<file path="src/rtl/dmem_arbiter.sv">
`default_nettype none
// ============================================================================
// Module      : dmem_arbiter
// Description : Round-robin arbiter that grants one core at a time and
//               sequences a single access to a shared synchronous data RAM,
//               returning read data and a one-cycle done pulse to the owner.
// Revision    : 1.0 - initial release
// ============================================================================
module dmem_arbiter #(
    parameter int NCORES  = 4,
    parameter int AW      = 16,
    parameter int DW      = 16,
    parameter int MEM_LAT = 1
) (
    input  logic                 clk,
    input  logic                 rst,
    input  logic [NCORES-1:0]    req,
    input  logic [NCORES-1:0]    we,
    input  logic [NCORES*AW-1:0] addr,
    input  logic [NCORES*DW-1:0] wdata,
    output logic [NCORES-1:0]    gnt,
    output logic [NCORES-1:0]    done,
    output logic [DW-1:0]        rdata,
    output logic                 busy,
    output logic                 mem_en,
    output logic                 mem_we,
    output logic [AW-1:0]        mem_addr,
    output logic [DW-1:0]        mem_wdata,
    input  logic [DW-1:0]        mem_rdata
);

    // Index width for core numbers and counter width for the WAIT countdown
    localparam int IW = (NCORES > 1) ? $clog2(NCORES) : 1;
    localparam int CW = (MEM_LAT > 1) ? $clog2(MEM_LAT) : 1;

    localparam logic [IW-1:0] LAST_IDX = IW'(NCORES - 1);
    localparam logic [CW-1:0] CNT_LOAD = CW'(MEM_LAT - 1);

    typedef enum logic [1:0] {
        S_IDLE   = 2'd0,
        S_ACCESS = 2'd1,
        S_WAIT   = 2'd2,
        S_DONE   = 2'd3
    } state_t;

    state_t          state_q, state_d;
    logic [IW-1:0]   last_q,  last_d;
    logic [CW-1:0]   cnt_q,   cnt_d;
    logic [IW-1:0]   idx_q,   idx_d;
    logic            we_q,    we_d;
    logic [AW-1:0]   addr_q,  addr_d;
    logic [DW-1:0]   wdata_q, wdata_d;
    logic [DW-1:0]   rdata_q, rdata_d;

    // Round-robin search results
    logic [IW-1:0]   rr_cand;
    logic            rr_found;
    logic [IW-1:0]   rr_win;

    // Round-robin search: start one past the last winner, wrap at NCORES-1
    always_comb begin
        rr_found = 1'b0;
        rr_win   = '0;
        rr_cand  = (last_q == LAST_IDX) ? '0 : last_q + 1'b1;
        for (int k = 0; k < NCORES; k++) begin
            if (!rr_found && req[rr_cand]) begin
                rr_found = 1'b1;
                rr_win   = rr_cand;
            end
            rr_cand = (rr_cand == LAST_IDX) ? '0 : rr_cand + 1'b1;
        end
    end

    // Next-state and latched-transaction logic
    always_comb begin
        state_d = state_q;
        last_d  = last_q;
        cnt_d   = cnt_q;
        idx_d   = idx_q;
        we_d    = we_q;
        addr_d  = addr_q;
        wdata_d = wdata_q;
        rdata_d = rdata_q;
        case (state_q)
            S_IDLE: begin
                // Requests are only looked at here; later changes are ignored
                if (rr_found) begin
                    idx_d   = rr_win;
                    we_d    = we[rr_win];
                    addr_d  = addr[rr_win*AW +: AW];
                    wdata_d = wdata[rr_win*DW +: DW];
                    last_d  = rr_win;
                    state_d = S_ACCESS;
                end
            end
            S_ACCESS: begin
                cnt_d   = CNT_LOAD;
                state_d = S_WAIT;
            end
            S_WAIT: begin
                // The last WAIT cycle is the one in which RAM read data is valid
                if (cnt_q == '0) begin
                    if (!we_q) begin
                        rdata_d = mem_rdata;
                    end
                    state_d = S_DONE;
                end else begin
                    cnt_d = cnt_q - 1'b1;
                end
            end
            S_DONE: begin
                state_d = S_IDLE;
            end
            default: begin
                state_d = S_IDLE;
            end
        endcase
    end

    // State and transaction registers; reset abandons any transaction in flight
    always_ff @(posedge clk or posedge rst) begin
        if (rst) begin
            state_q <= S_IDLE;
            last_q  <= LAST_IDX;
            cnt_q   <= '0;
            idx_q   <= '0;
            we_q    <= 1'b0;
            addr_q  <= '0;
            wdata_q <= '0;
            rdata_q <= '0;
        end else begin
            state_q <= state_d;
            last_q  <= last_d;
            cnt_q   <= cnt_d;
            idx_q   <= idx_d;
            we_q    <= we_d;
            addr_q  <= addr_d;
            wdata_q <= wdata_d;
            rdata_q <= rdata_d;
        end
    end

    // Per-core owner and completion indications
    for (genvar i = 0; i < NCORES; i++) begin : g_core
        assign gnt[i]  = (state_q != S_IDLE) && (idx_q == IW'(i));
        assign done[i] = (state_q == S_DONE) && (idx_q == IW'(i));
    end

    // RAM side: address/data/we simply hold the latched values, mem_en qualifies
    assign mem_en    = (state_q == S_ACCESS);
    assign mem_we    = we_q;
    assign mem_addr  = addr_q;
    assign mem_wdata = wdata_q;

    assign rdata = rdata_q;
    assign busy  = (state_q != S_IDLE);

endmodule
`default_nettype wire

</file>
<file path="config.mk">
export PLATFORM = sky130hd
export DESIGN_NAME = dmem_arbiter
export DESIGN_NICKNAME = d
export VERILOG_FILES = /design/src/rtl/dmem_arbiter.sv
export SDC_FILE = /design/constraint.sdc
export NUM_CORES = 1
export LEC_CHECK = 0
export ABC_AREA = 1
export BUFFER_PORTS_ARGS = -buffer_cell sky130_fd_sc_hd__buf_2
export CAP_MARGIN = 20
export CORE_UTILIZATION = 47
export DETAILED_ROUTE_END_ITERATION = 10
export PLACE_DENSITY_LB_ADDON = 0.3
export SYNTH_ARGS = -nofsm -noshare
export SYNTH_HDL_FRONTEND = slang
export SYNTH_SLANG_ARGS = --single-unit
</file>
<file path="constraint.sdc">
create_clock -name clk -period 6.8 [get_ports clk]
set_clock_uncertainty 0.1 [all_clocks]
set_input_delay 1.36 -clock clk [delete_from_list [all_inputs] [get_ports clk]]
set_output_delay 1.36 -clock clk [all_outputs]
set_load 0.1 [all_outputs]
</file>
### After elaboration in Yosys (flattened, before gate mapping)

Index checks and enable logic that the tools add are counted.

| storage, ports and cells | value |
|---|---|
| bits of input ports | 154 |
| register bits after elaboration | 56 |
| output and inout bits | 59 |

| operators by class | value |
|---|---|
| shift operators | 2 |
| muxes and demuxes | 27 |
| equality and inequality tests | 12 |
| reductions and logical operators | 21 |
| $add $sub $neg | 5 |
| order comparisons | 5 |
| bitwise logic cells | 2 |

Operators by type and width:

| operator | count |
|---|---|
| $shiftx A64 B7 Y16 | 2 |
| $mux W2 | 10 |
| $eq A2 B2 Y1 const B | 8 |
| $lt A2 B3 Y1 const B | 5 |
| $logic_and A1 B1 Y1 | 11 |
| $bmux W1 S2 | 5 |
| $mux W1 | 10 |
| $add A2 B1 Y2 const B | 4 |
| $pmux W2 S4 | 1 |
| $eq A2 B1 Y1 const B | 2 |
| $logic_not A2 Y1 | 2 |
| $ne A2 B2 Y1 const B | 2 |
| $reduce_and A2 Y1 | 2 |
| $reduce_bool A2 Y1 | 2 |
| $logic_not A1 Y1 | 3 |
| $reduce_and A3 Y1 | 1 |
| $not A1 Y1 | 2 |
| $pmux W1 S2 | 1 |
| $sub A1 B1 Y1 const B | 1 |

### Logic depth before layout (Yosys ltp)

| depth | value |
|---|---|
| depth in word-level cells | 16 |
| gate-level depth with buffers | 17 |

### Worst setup path before layout

No wires, ideal clock.

| path | value |
|---|---|
| path kind | register to output |
| start | register state_q[0] |
| end | output port gnt[3] |
| buffers on the path | 0 |
| data arrival time | 2.769 ns |
| stages on the path, launching flop included | 4 |
| slack | 2.571 ns |
| required time | 5.340 ns |
| cell sequence | dfrtp_1 > inv_1 > ha_1 > nor3_1 |

| between the ends | value |
|---|---|
| word-level cells in the longest chain between the ends | 2 |

RTL lines:

| item | RTL line | text |
|---|---|---|
| start, declared | 46 | `state_t state_q, state_d;` |
| start signal, assigned | 132 | `state_q <= state_d;` |
| $reduce_bool A2 Y1 | 145 | `assign gnt[i] = (state_q != S_IDLE) && (idx_q == IW'(i));` |
| $logic_and A1 B1 Y1 | 145 |  |
| end, declared | 21 | `output logic [NCORES-1:0] gnt,` |

No other way between the ends.

### Final worst setup path

| path | value |
|---|---|
| start | input port req[3] |
| end | register addr_q[8], in the netlist mem_addr[8] |

| between the ends | value |
|---|---|
| word-level cells in the longest chain between the ends | 13 |

RTL lines:

| item | RTL line | text |
|---|---|---|
| start, declared | 17 | `input logic [NCORES-1:0] req,` |
| $bmux W1 S2 | 66 | `if (!rr_found && req[rr_cand]) begin` |
| $mux W1 (not written as such) | 66 |  |
| $mux W1 | 66 |  |
| $logic_not A1 Y1 | 66 |  |
| $logic_and A1 B1 Y1 | 66 |  |
| $mux W1 | 66 |  |
| $logic_not A1 Y1 | 66 |  |
| $logic_and A1 B1 Y1 | 66 |  |
| $mux W1 | 66 |  |
| $logic_not A1 Y1 | 66 |  |
| $logic_and A1 B1 Y1 | 66 |  |
| $mux W2 / $mux W1 (equally long branches) | 66 |  |
| $shiftx A64 B7 Y16 / $reduce_and A2 Y1 (equally long branches) | - |  |
| end signal, assigned | 137 | `addr_q <= addr_d;` |
| end, declared | 51 | `logic [AW-1:0] addr_q, addr_d;` |

Several ways; a longest one is shown, not always the timed one. The select of a mux whose other input is x is not followed.
A chain may end at the register's enable or synchronous reset.

==> flow_metrics.py <==
metrics = {
    "finish": {
        "multiInputGateArea_um2": 2090,
        "layout-drive-gt1-share_pct": 29.5,
        "nFillCells": 820,
        "syn2layout_area_growth_pct": 27.0,
        "layout.nets": 1029,
        "register_area_um2": 1380,
        "antennaDiodeCount": 0,
    },
    "die": {
        "fp.dieW_um": 97.2,
        "core-area_um2": 8760,
        "initial_core_util_pct": 48.6,
        "num_rows": 34,
        "pin_count": 213,
        "die-area_um2": 9440,
        "die_h_um": 97.2,
    },
    "setup_path": {
        "slowest_delay_ns": 0.60,
        "rr_endpoint": "mem_addr[8]",
        "critPathRequiredTime_ns": 6.96,
        "path_cells": "buf_2 > inv_1 > nand2_1 > nand2_1 > nand2_1 > nand2_1 > nand4_4 > nand2_2 > nand2_2 > buf_16 > nand2_1 > nand3_1 > nand2_1 > nand2_1 > nand2_1",
        "reg2reg_slack_ns": 3.10,
        "reg2reg_from": "last_q[0]",
        "r2r_cells": 15,
        "crit_arrival_ns": 4.01,
        "crit_path_end_kind": "register",
        "critPathLaunchType": "primary input",
        "critical_path.max_fanout": 36,
        "path_class": "in -> reg",
        "timing.critical_path.mode_cell": "nand2_1",
        "cp_slowest_cell": "nand2_2",
    },
    "grt": {
        "grtUsageMet2_pct": 44.9,
        "grt_start_max_net_pins": 69,
        "antenna_found_initial": 0,
        "grt_pass1_wl_um": 19300,
        "grt-ovfl-total": 0,
        "first_global_vias": 4337,
        "grt_use_met3_pct": 4.68,
        "grt_usage_pct": 24.5,
        "busiest_layer": "met2",
        "use_met1_pct": 28.6,
    },
    "synthesis": {
        "synth.distinct_cells": 22,
        "syn-num-nets": 842,
        "avgSynthCellArea_um2": 6.24,
        "yosys.area.top_type": "dfrtp_1",
        "synth_flop_cell": "dfrtp_1",
        "ys_top_cells_by_count": "nand2_1 (248), inv_1 (148), nand3_1 (139), dfrtp_1 (53), mux2_2 (16)",
        "post-synth-top-count-cell": "nand2_1",
        "yosysSeqAreaShare_pct": 32.4,
        "synthesis.area_um2": 4260,
        "postSynthCellCount": 682,
        "ys_ff_latch": 55,
        "yosys-top-cells-area": "dfrtp_1 (31%), nand2_1 (22%), nand3_1 (16%), inv_1 (13%), mux2_2 (4.2%)",
        "async_flop_share_pct": 100,
        "synth_top_area_share_pct": 31.1,
        "synth_enable_flop_cells": 0,
        "synth_warnings": 0,
    },
    "sta": {
        "period_needed_ns": 3.85,
        "setup_slack_ns": 2.95,
        "slew_headroom_pct": 35.5,
        "setup_violations": 0,
        "finalSetupTns_ns": 0,
        "report.final.slew_viol_count": 0,
        "rsz0062_at_grt": "no",
        "min_period_over_period_pct": 56.6,
        "hold_violations": 0,
        "tightest_slew_ns": 0.966,
        "fmax_ghz": 0.260,
    },
    "clock_tree": {
        "postCtsSetupBuffers": 0,
        "cts_tree": "done",
        "cts.repair.resized": 0,
        "cts-buffers-inserted": 5,
        "htree_levels": 2,
        "hold_buffers": 0,
        "cts_root_buf": "clkbuf_8",
        "worstSkewPairLatency_ns": 0.32,
        "path_clk_slew_ns": 0.10,
        "cts_num_sinks": 55,
        "cts_buffer_depth": 2,
    },
    "placement": {
        "place_ws_ns": 2.00,
        "hpwlAfterDp_um": 8570,
        "portBuffers": 212,
        "gp_congestion": 0.901,
    },
    "min_path": {
        "hold_class": "reg -> reg",
        "hold-path-endpoint": "mem_addr[5]",
        "hold_depth": 2,
        "min-delay-start": "mem_addr[5]",
    },
    "detailed_routing": {
        "drc": 0,
        "drt_iter0_markers": 161,
        "routed_wl_um": 11700,
        "vias": 4767,
        "vias_per_cell": 4.87,
        "wl_per_cell_um": 11.9,
        "drtAntennaViolNets": 0,
        "dr.pass1.iters": 5,
    },
    "status": {
        "status": "finished clean",
    },
    "run": {
        "drv_cap": 0,
    },
}
==> logic make-up (layout without fill, tap and decap cells) <==
logic type / Yosys count / in the layout / synth area share [%]
buf+inv: 186 / 374 / 18.7
fa+ha+maj: 6 / 6 / 1.76
mux: 16 / 16 / 4.23
flops: 55 / 55 / 32.4
simple gates: 409 / 409 / 41.5
compound gates: 10 / 10 / 1.44
==> registers in the layout, indices dropped and copies added (netlist names) <==
register   flops
last_q         2
state_q        2
mem_addr      16
mem_wdata     16
idx_q          2
rdata         16
mem_we         1
==> per-stage QoR <==
stage / instance area (µm²) / util [%] / hold WS (ns) / std cells
floorplan: 4260 / - / 0.349 / 682
global placement: 5240 / 59.7 / 0.358 / 967
detailed placement: 5260 / 60.0 / 0.360 / 968
CTS: 5350 / 61.1 / 0.389 / 976
global route: 5410 / 61.7 / 0.408 / 978
finish: 5410 / 61.7 / 0.384 / 978
==> layer usage <==
| metal | up-vias | part of all wire, % |
|---|---|---|
| li1 | 2426 | - |
| met1 | 2134 | 40 |
| met2 | 193 | 51 |
| met3 | 14 | 6.9 |
| met4 | 0 | 1.4 |
| met5 | - | 0 |
==> area by class of cell <==
cell class              count  share of cell area [%]
well taps                 108                    2.50
clock buffers               5                    1.27
flip-flops and latches     55                    25.5
clock inverters             3                   0.532
repair buffers            216                    21.1
inverters                 150                    10.4
multi-input cells         441                    38.6
==> critical path: cells and delay by family <==
family / cells / cell delay, ns
and+or+nand+nor: 12 / 2.11
buffers and inverters: 3 / 0.54
==> placed cells by master, fill, tap and decap left out <==
master    netlist  final
inv_1         148    147
inv_2           2      3
nand4_1         1      1
buf_4          12      1
nand2_2         6      6
nor2_4          0      1
nor3_1          8      8
buf_16          0      2
clkbuf_8        0      5
nor2_1          3      2
dfstp_2         2      2
dfrtp_1        53     53
nand3_1       139    139
nand2_1       248    248
a21oi_1         1      1
nand3_2         1      1
a21oi_4         1      1
buf_2          13    212
nand4_4         1      1
o21ai_0         8      8
nor2_2          2      2
buf_12          0      1
clkinv_4        0      2
mux2_2         16     16
ha_1            6      6
inv_8           0      1
==> how the worst max path moves through the flow <==
stage / startpoint / endpoint / cells past startpoint
2_1_floorplan: state_q[0] / gnt[3] / 3
3_3_place_gp: req[3] / mem_wdata[10] / 14
3_5_place_dp: req[3] / mem_addr[8] / 14
4_1_cts: req[3] / mem_addr[8] / 14
5_1_grt: req[3] / mem_addr[8] / 15
6_report: req[3] / mem_addr[8] / 15
Power is not shown: default switching activity piles up to over one toggle a cycle in this logic, so the estimate is an artifact.
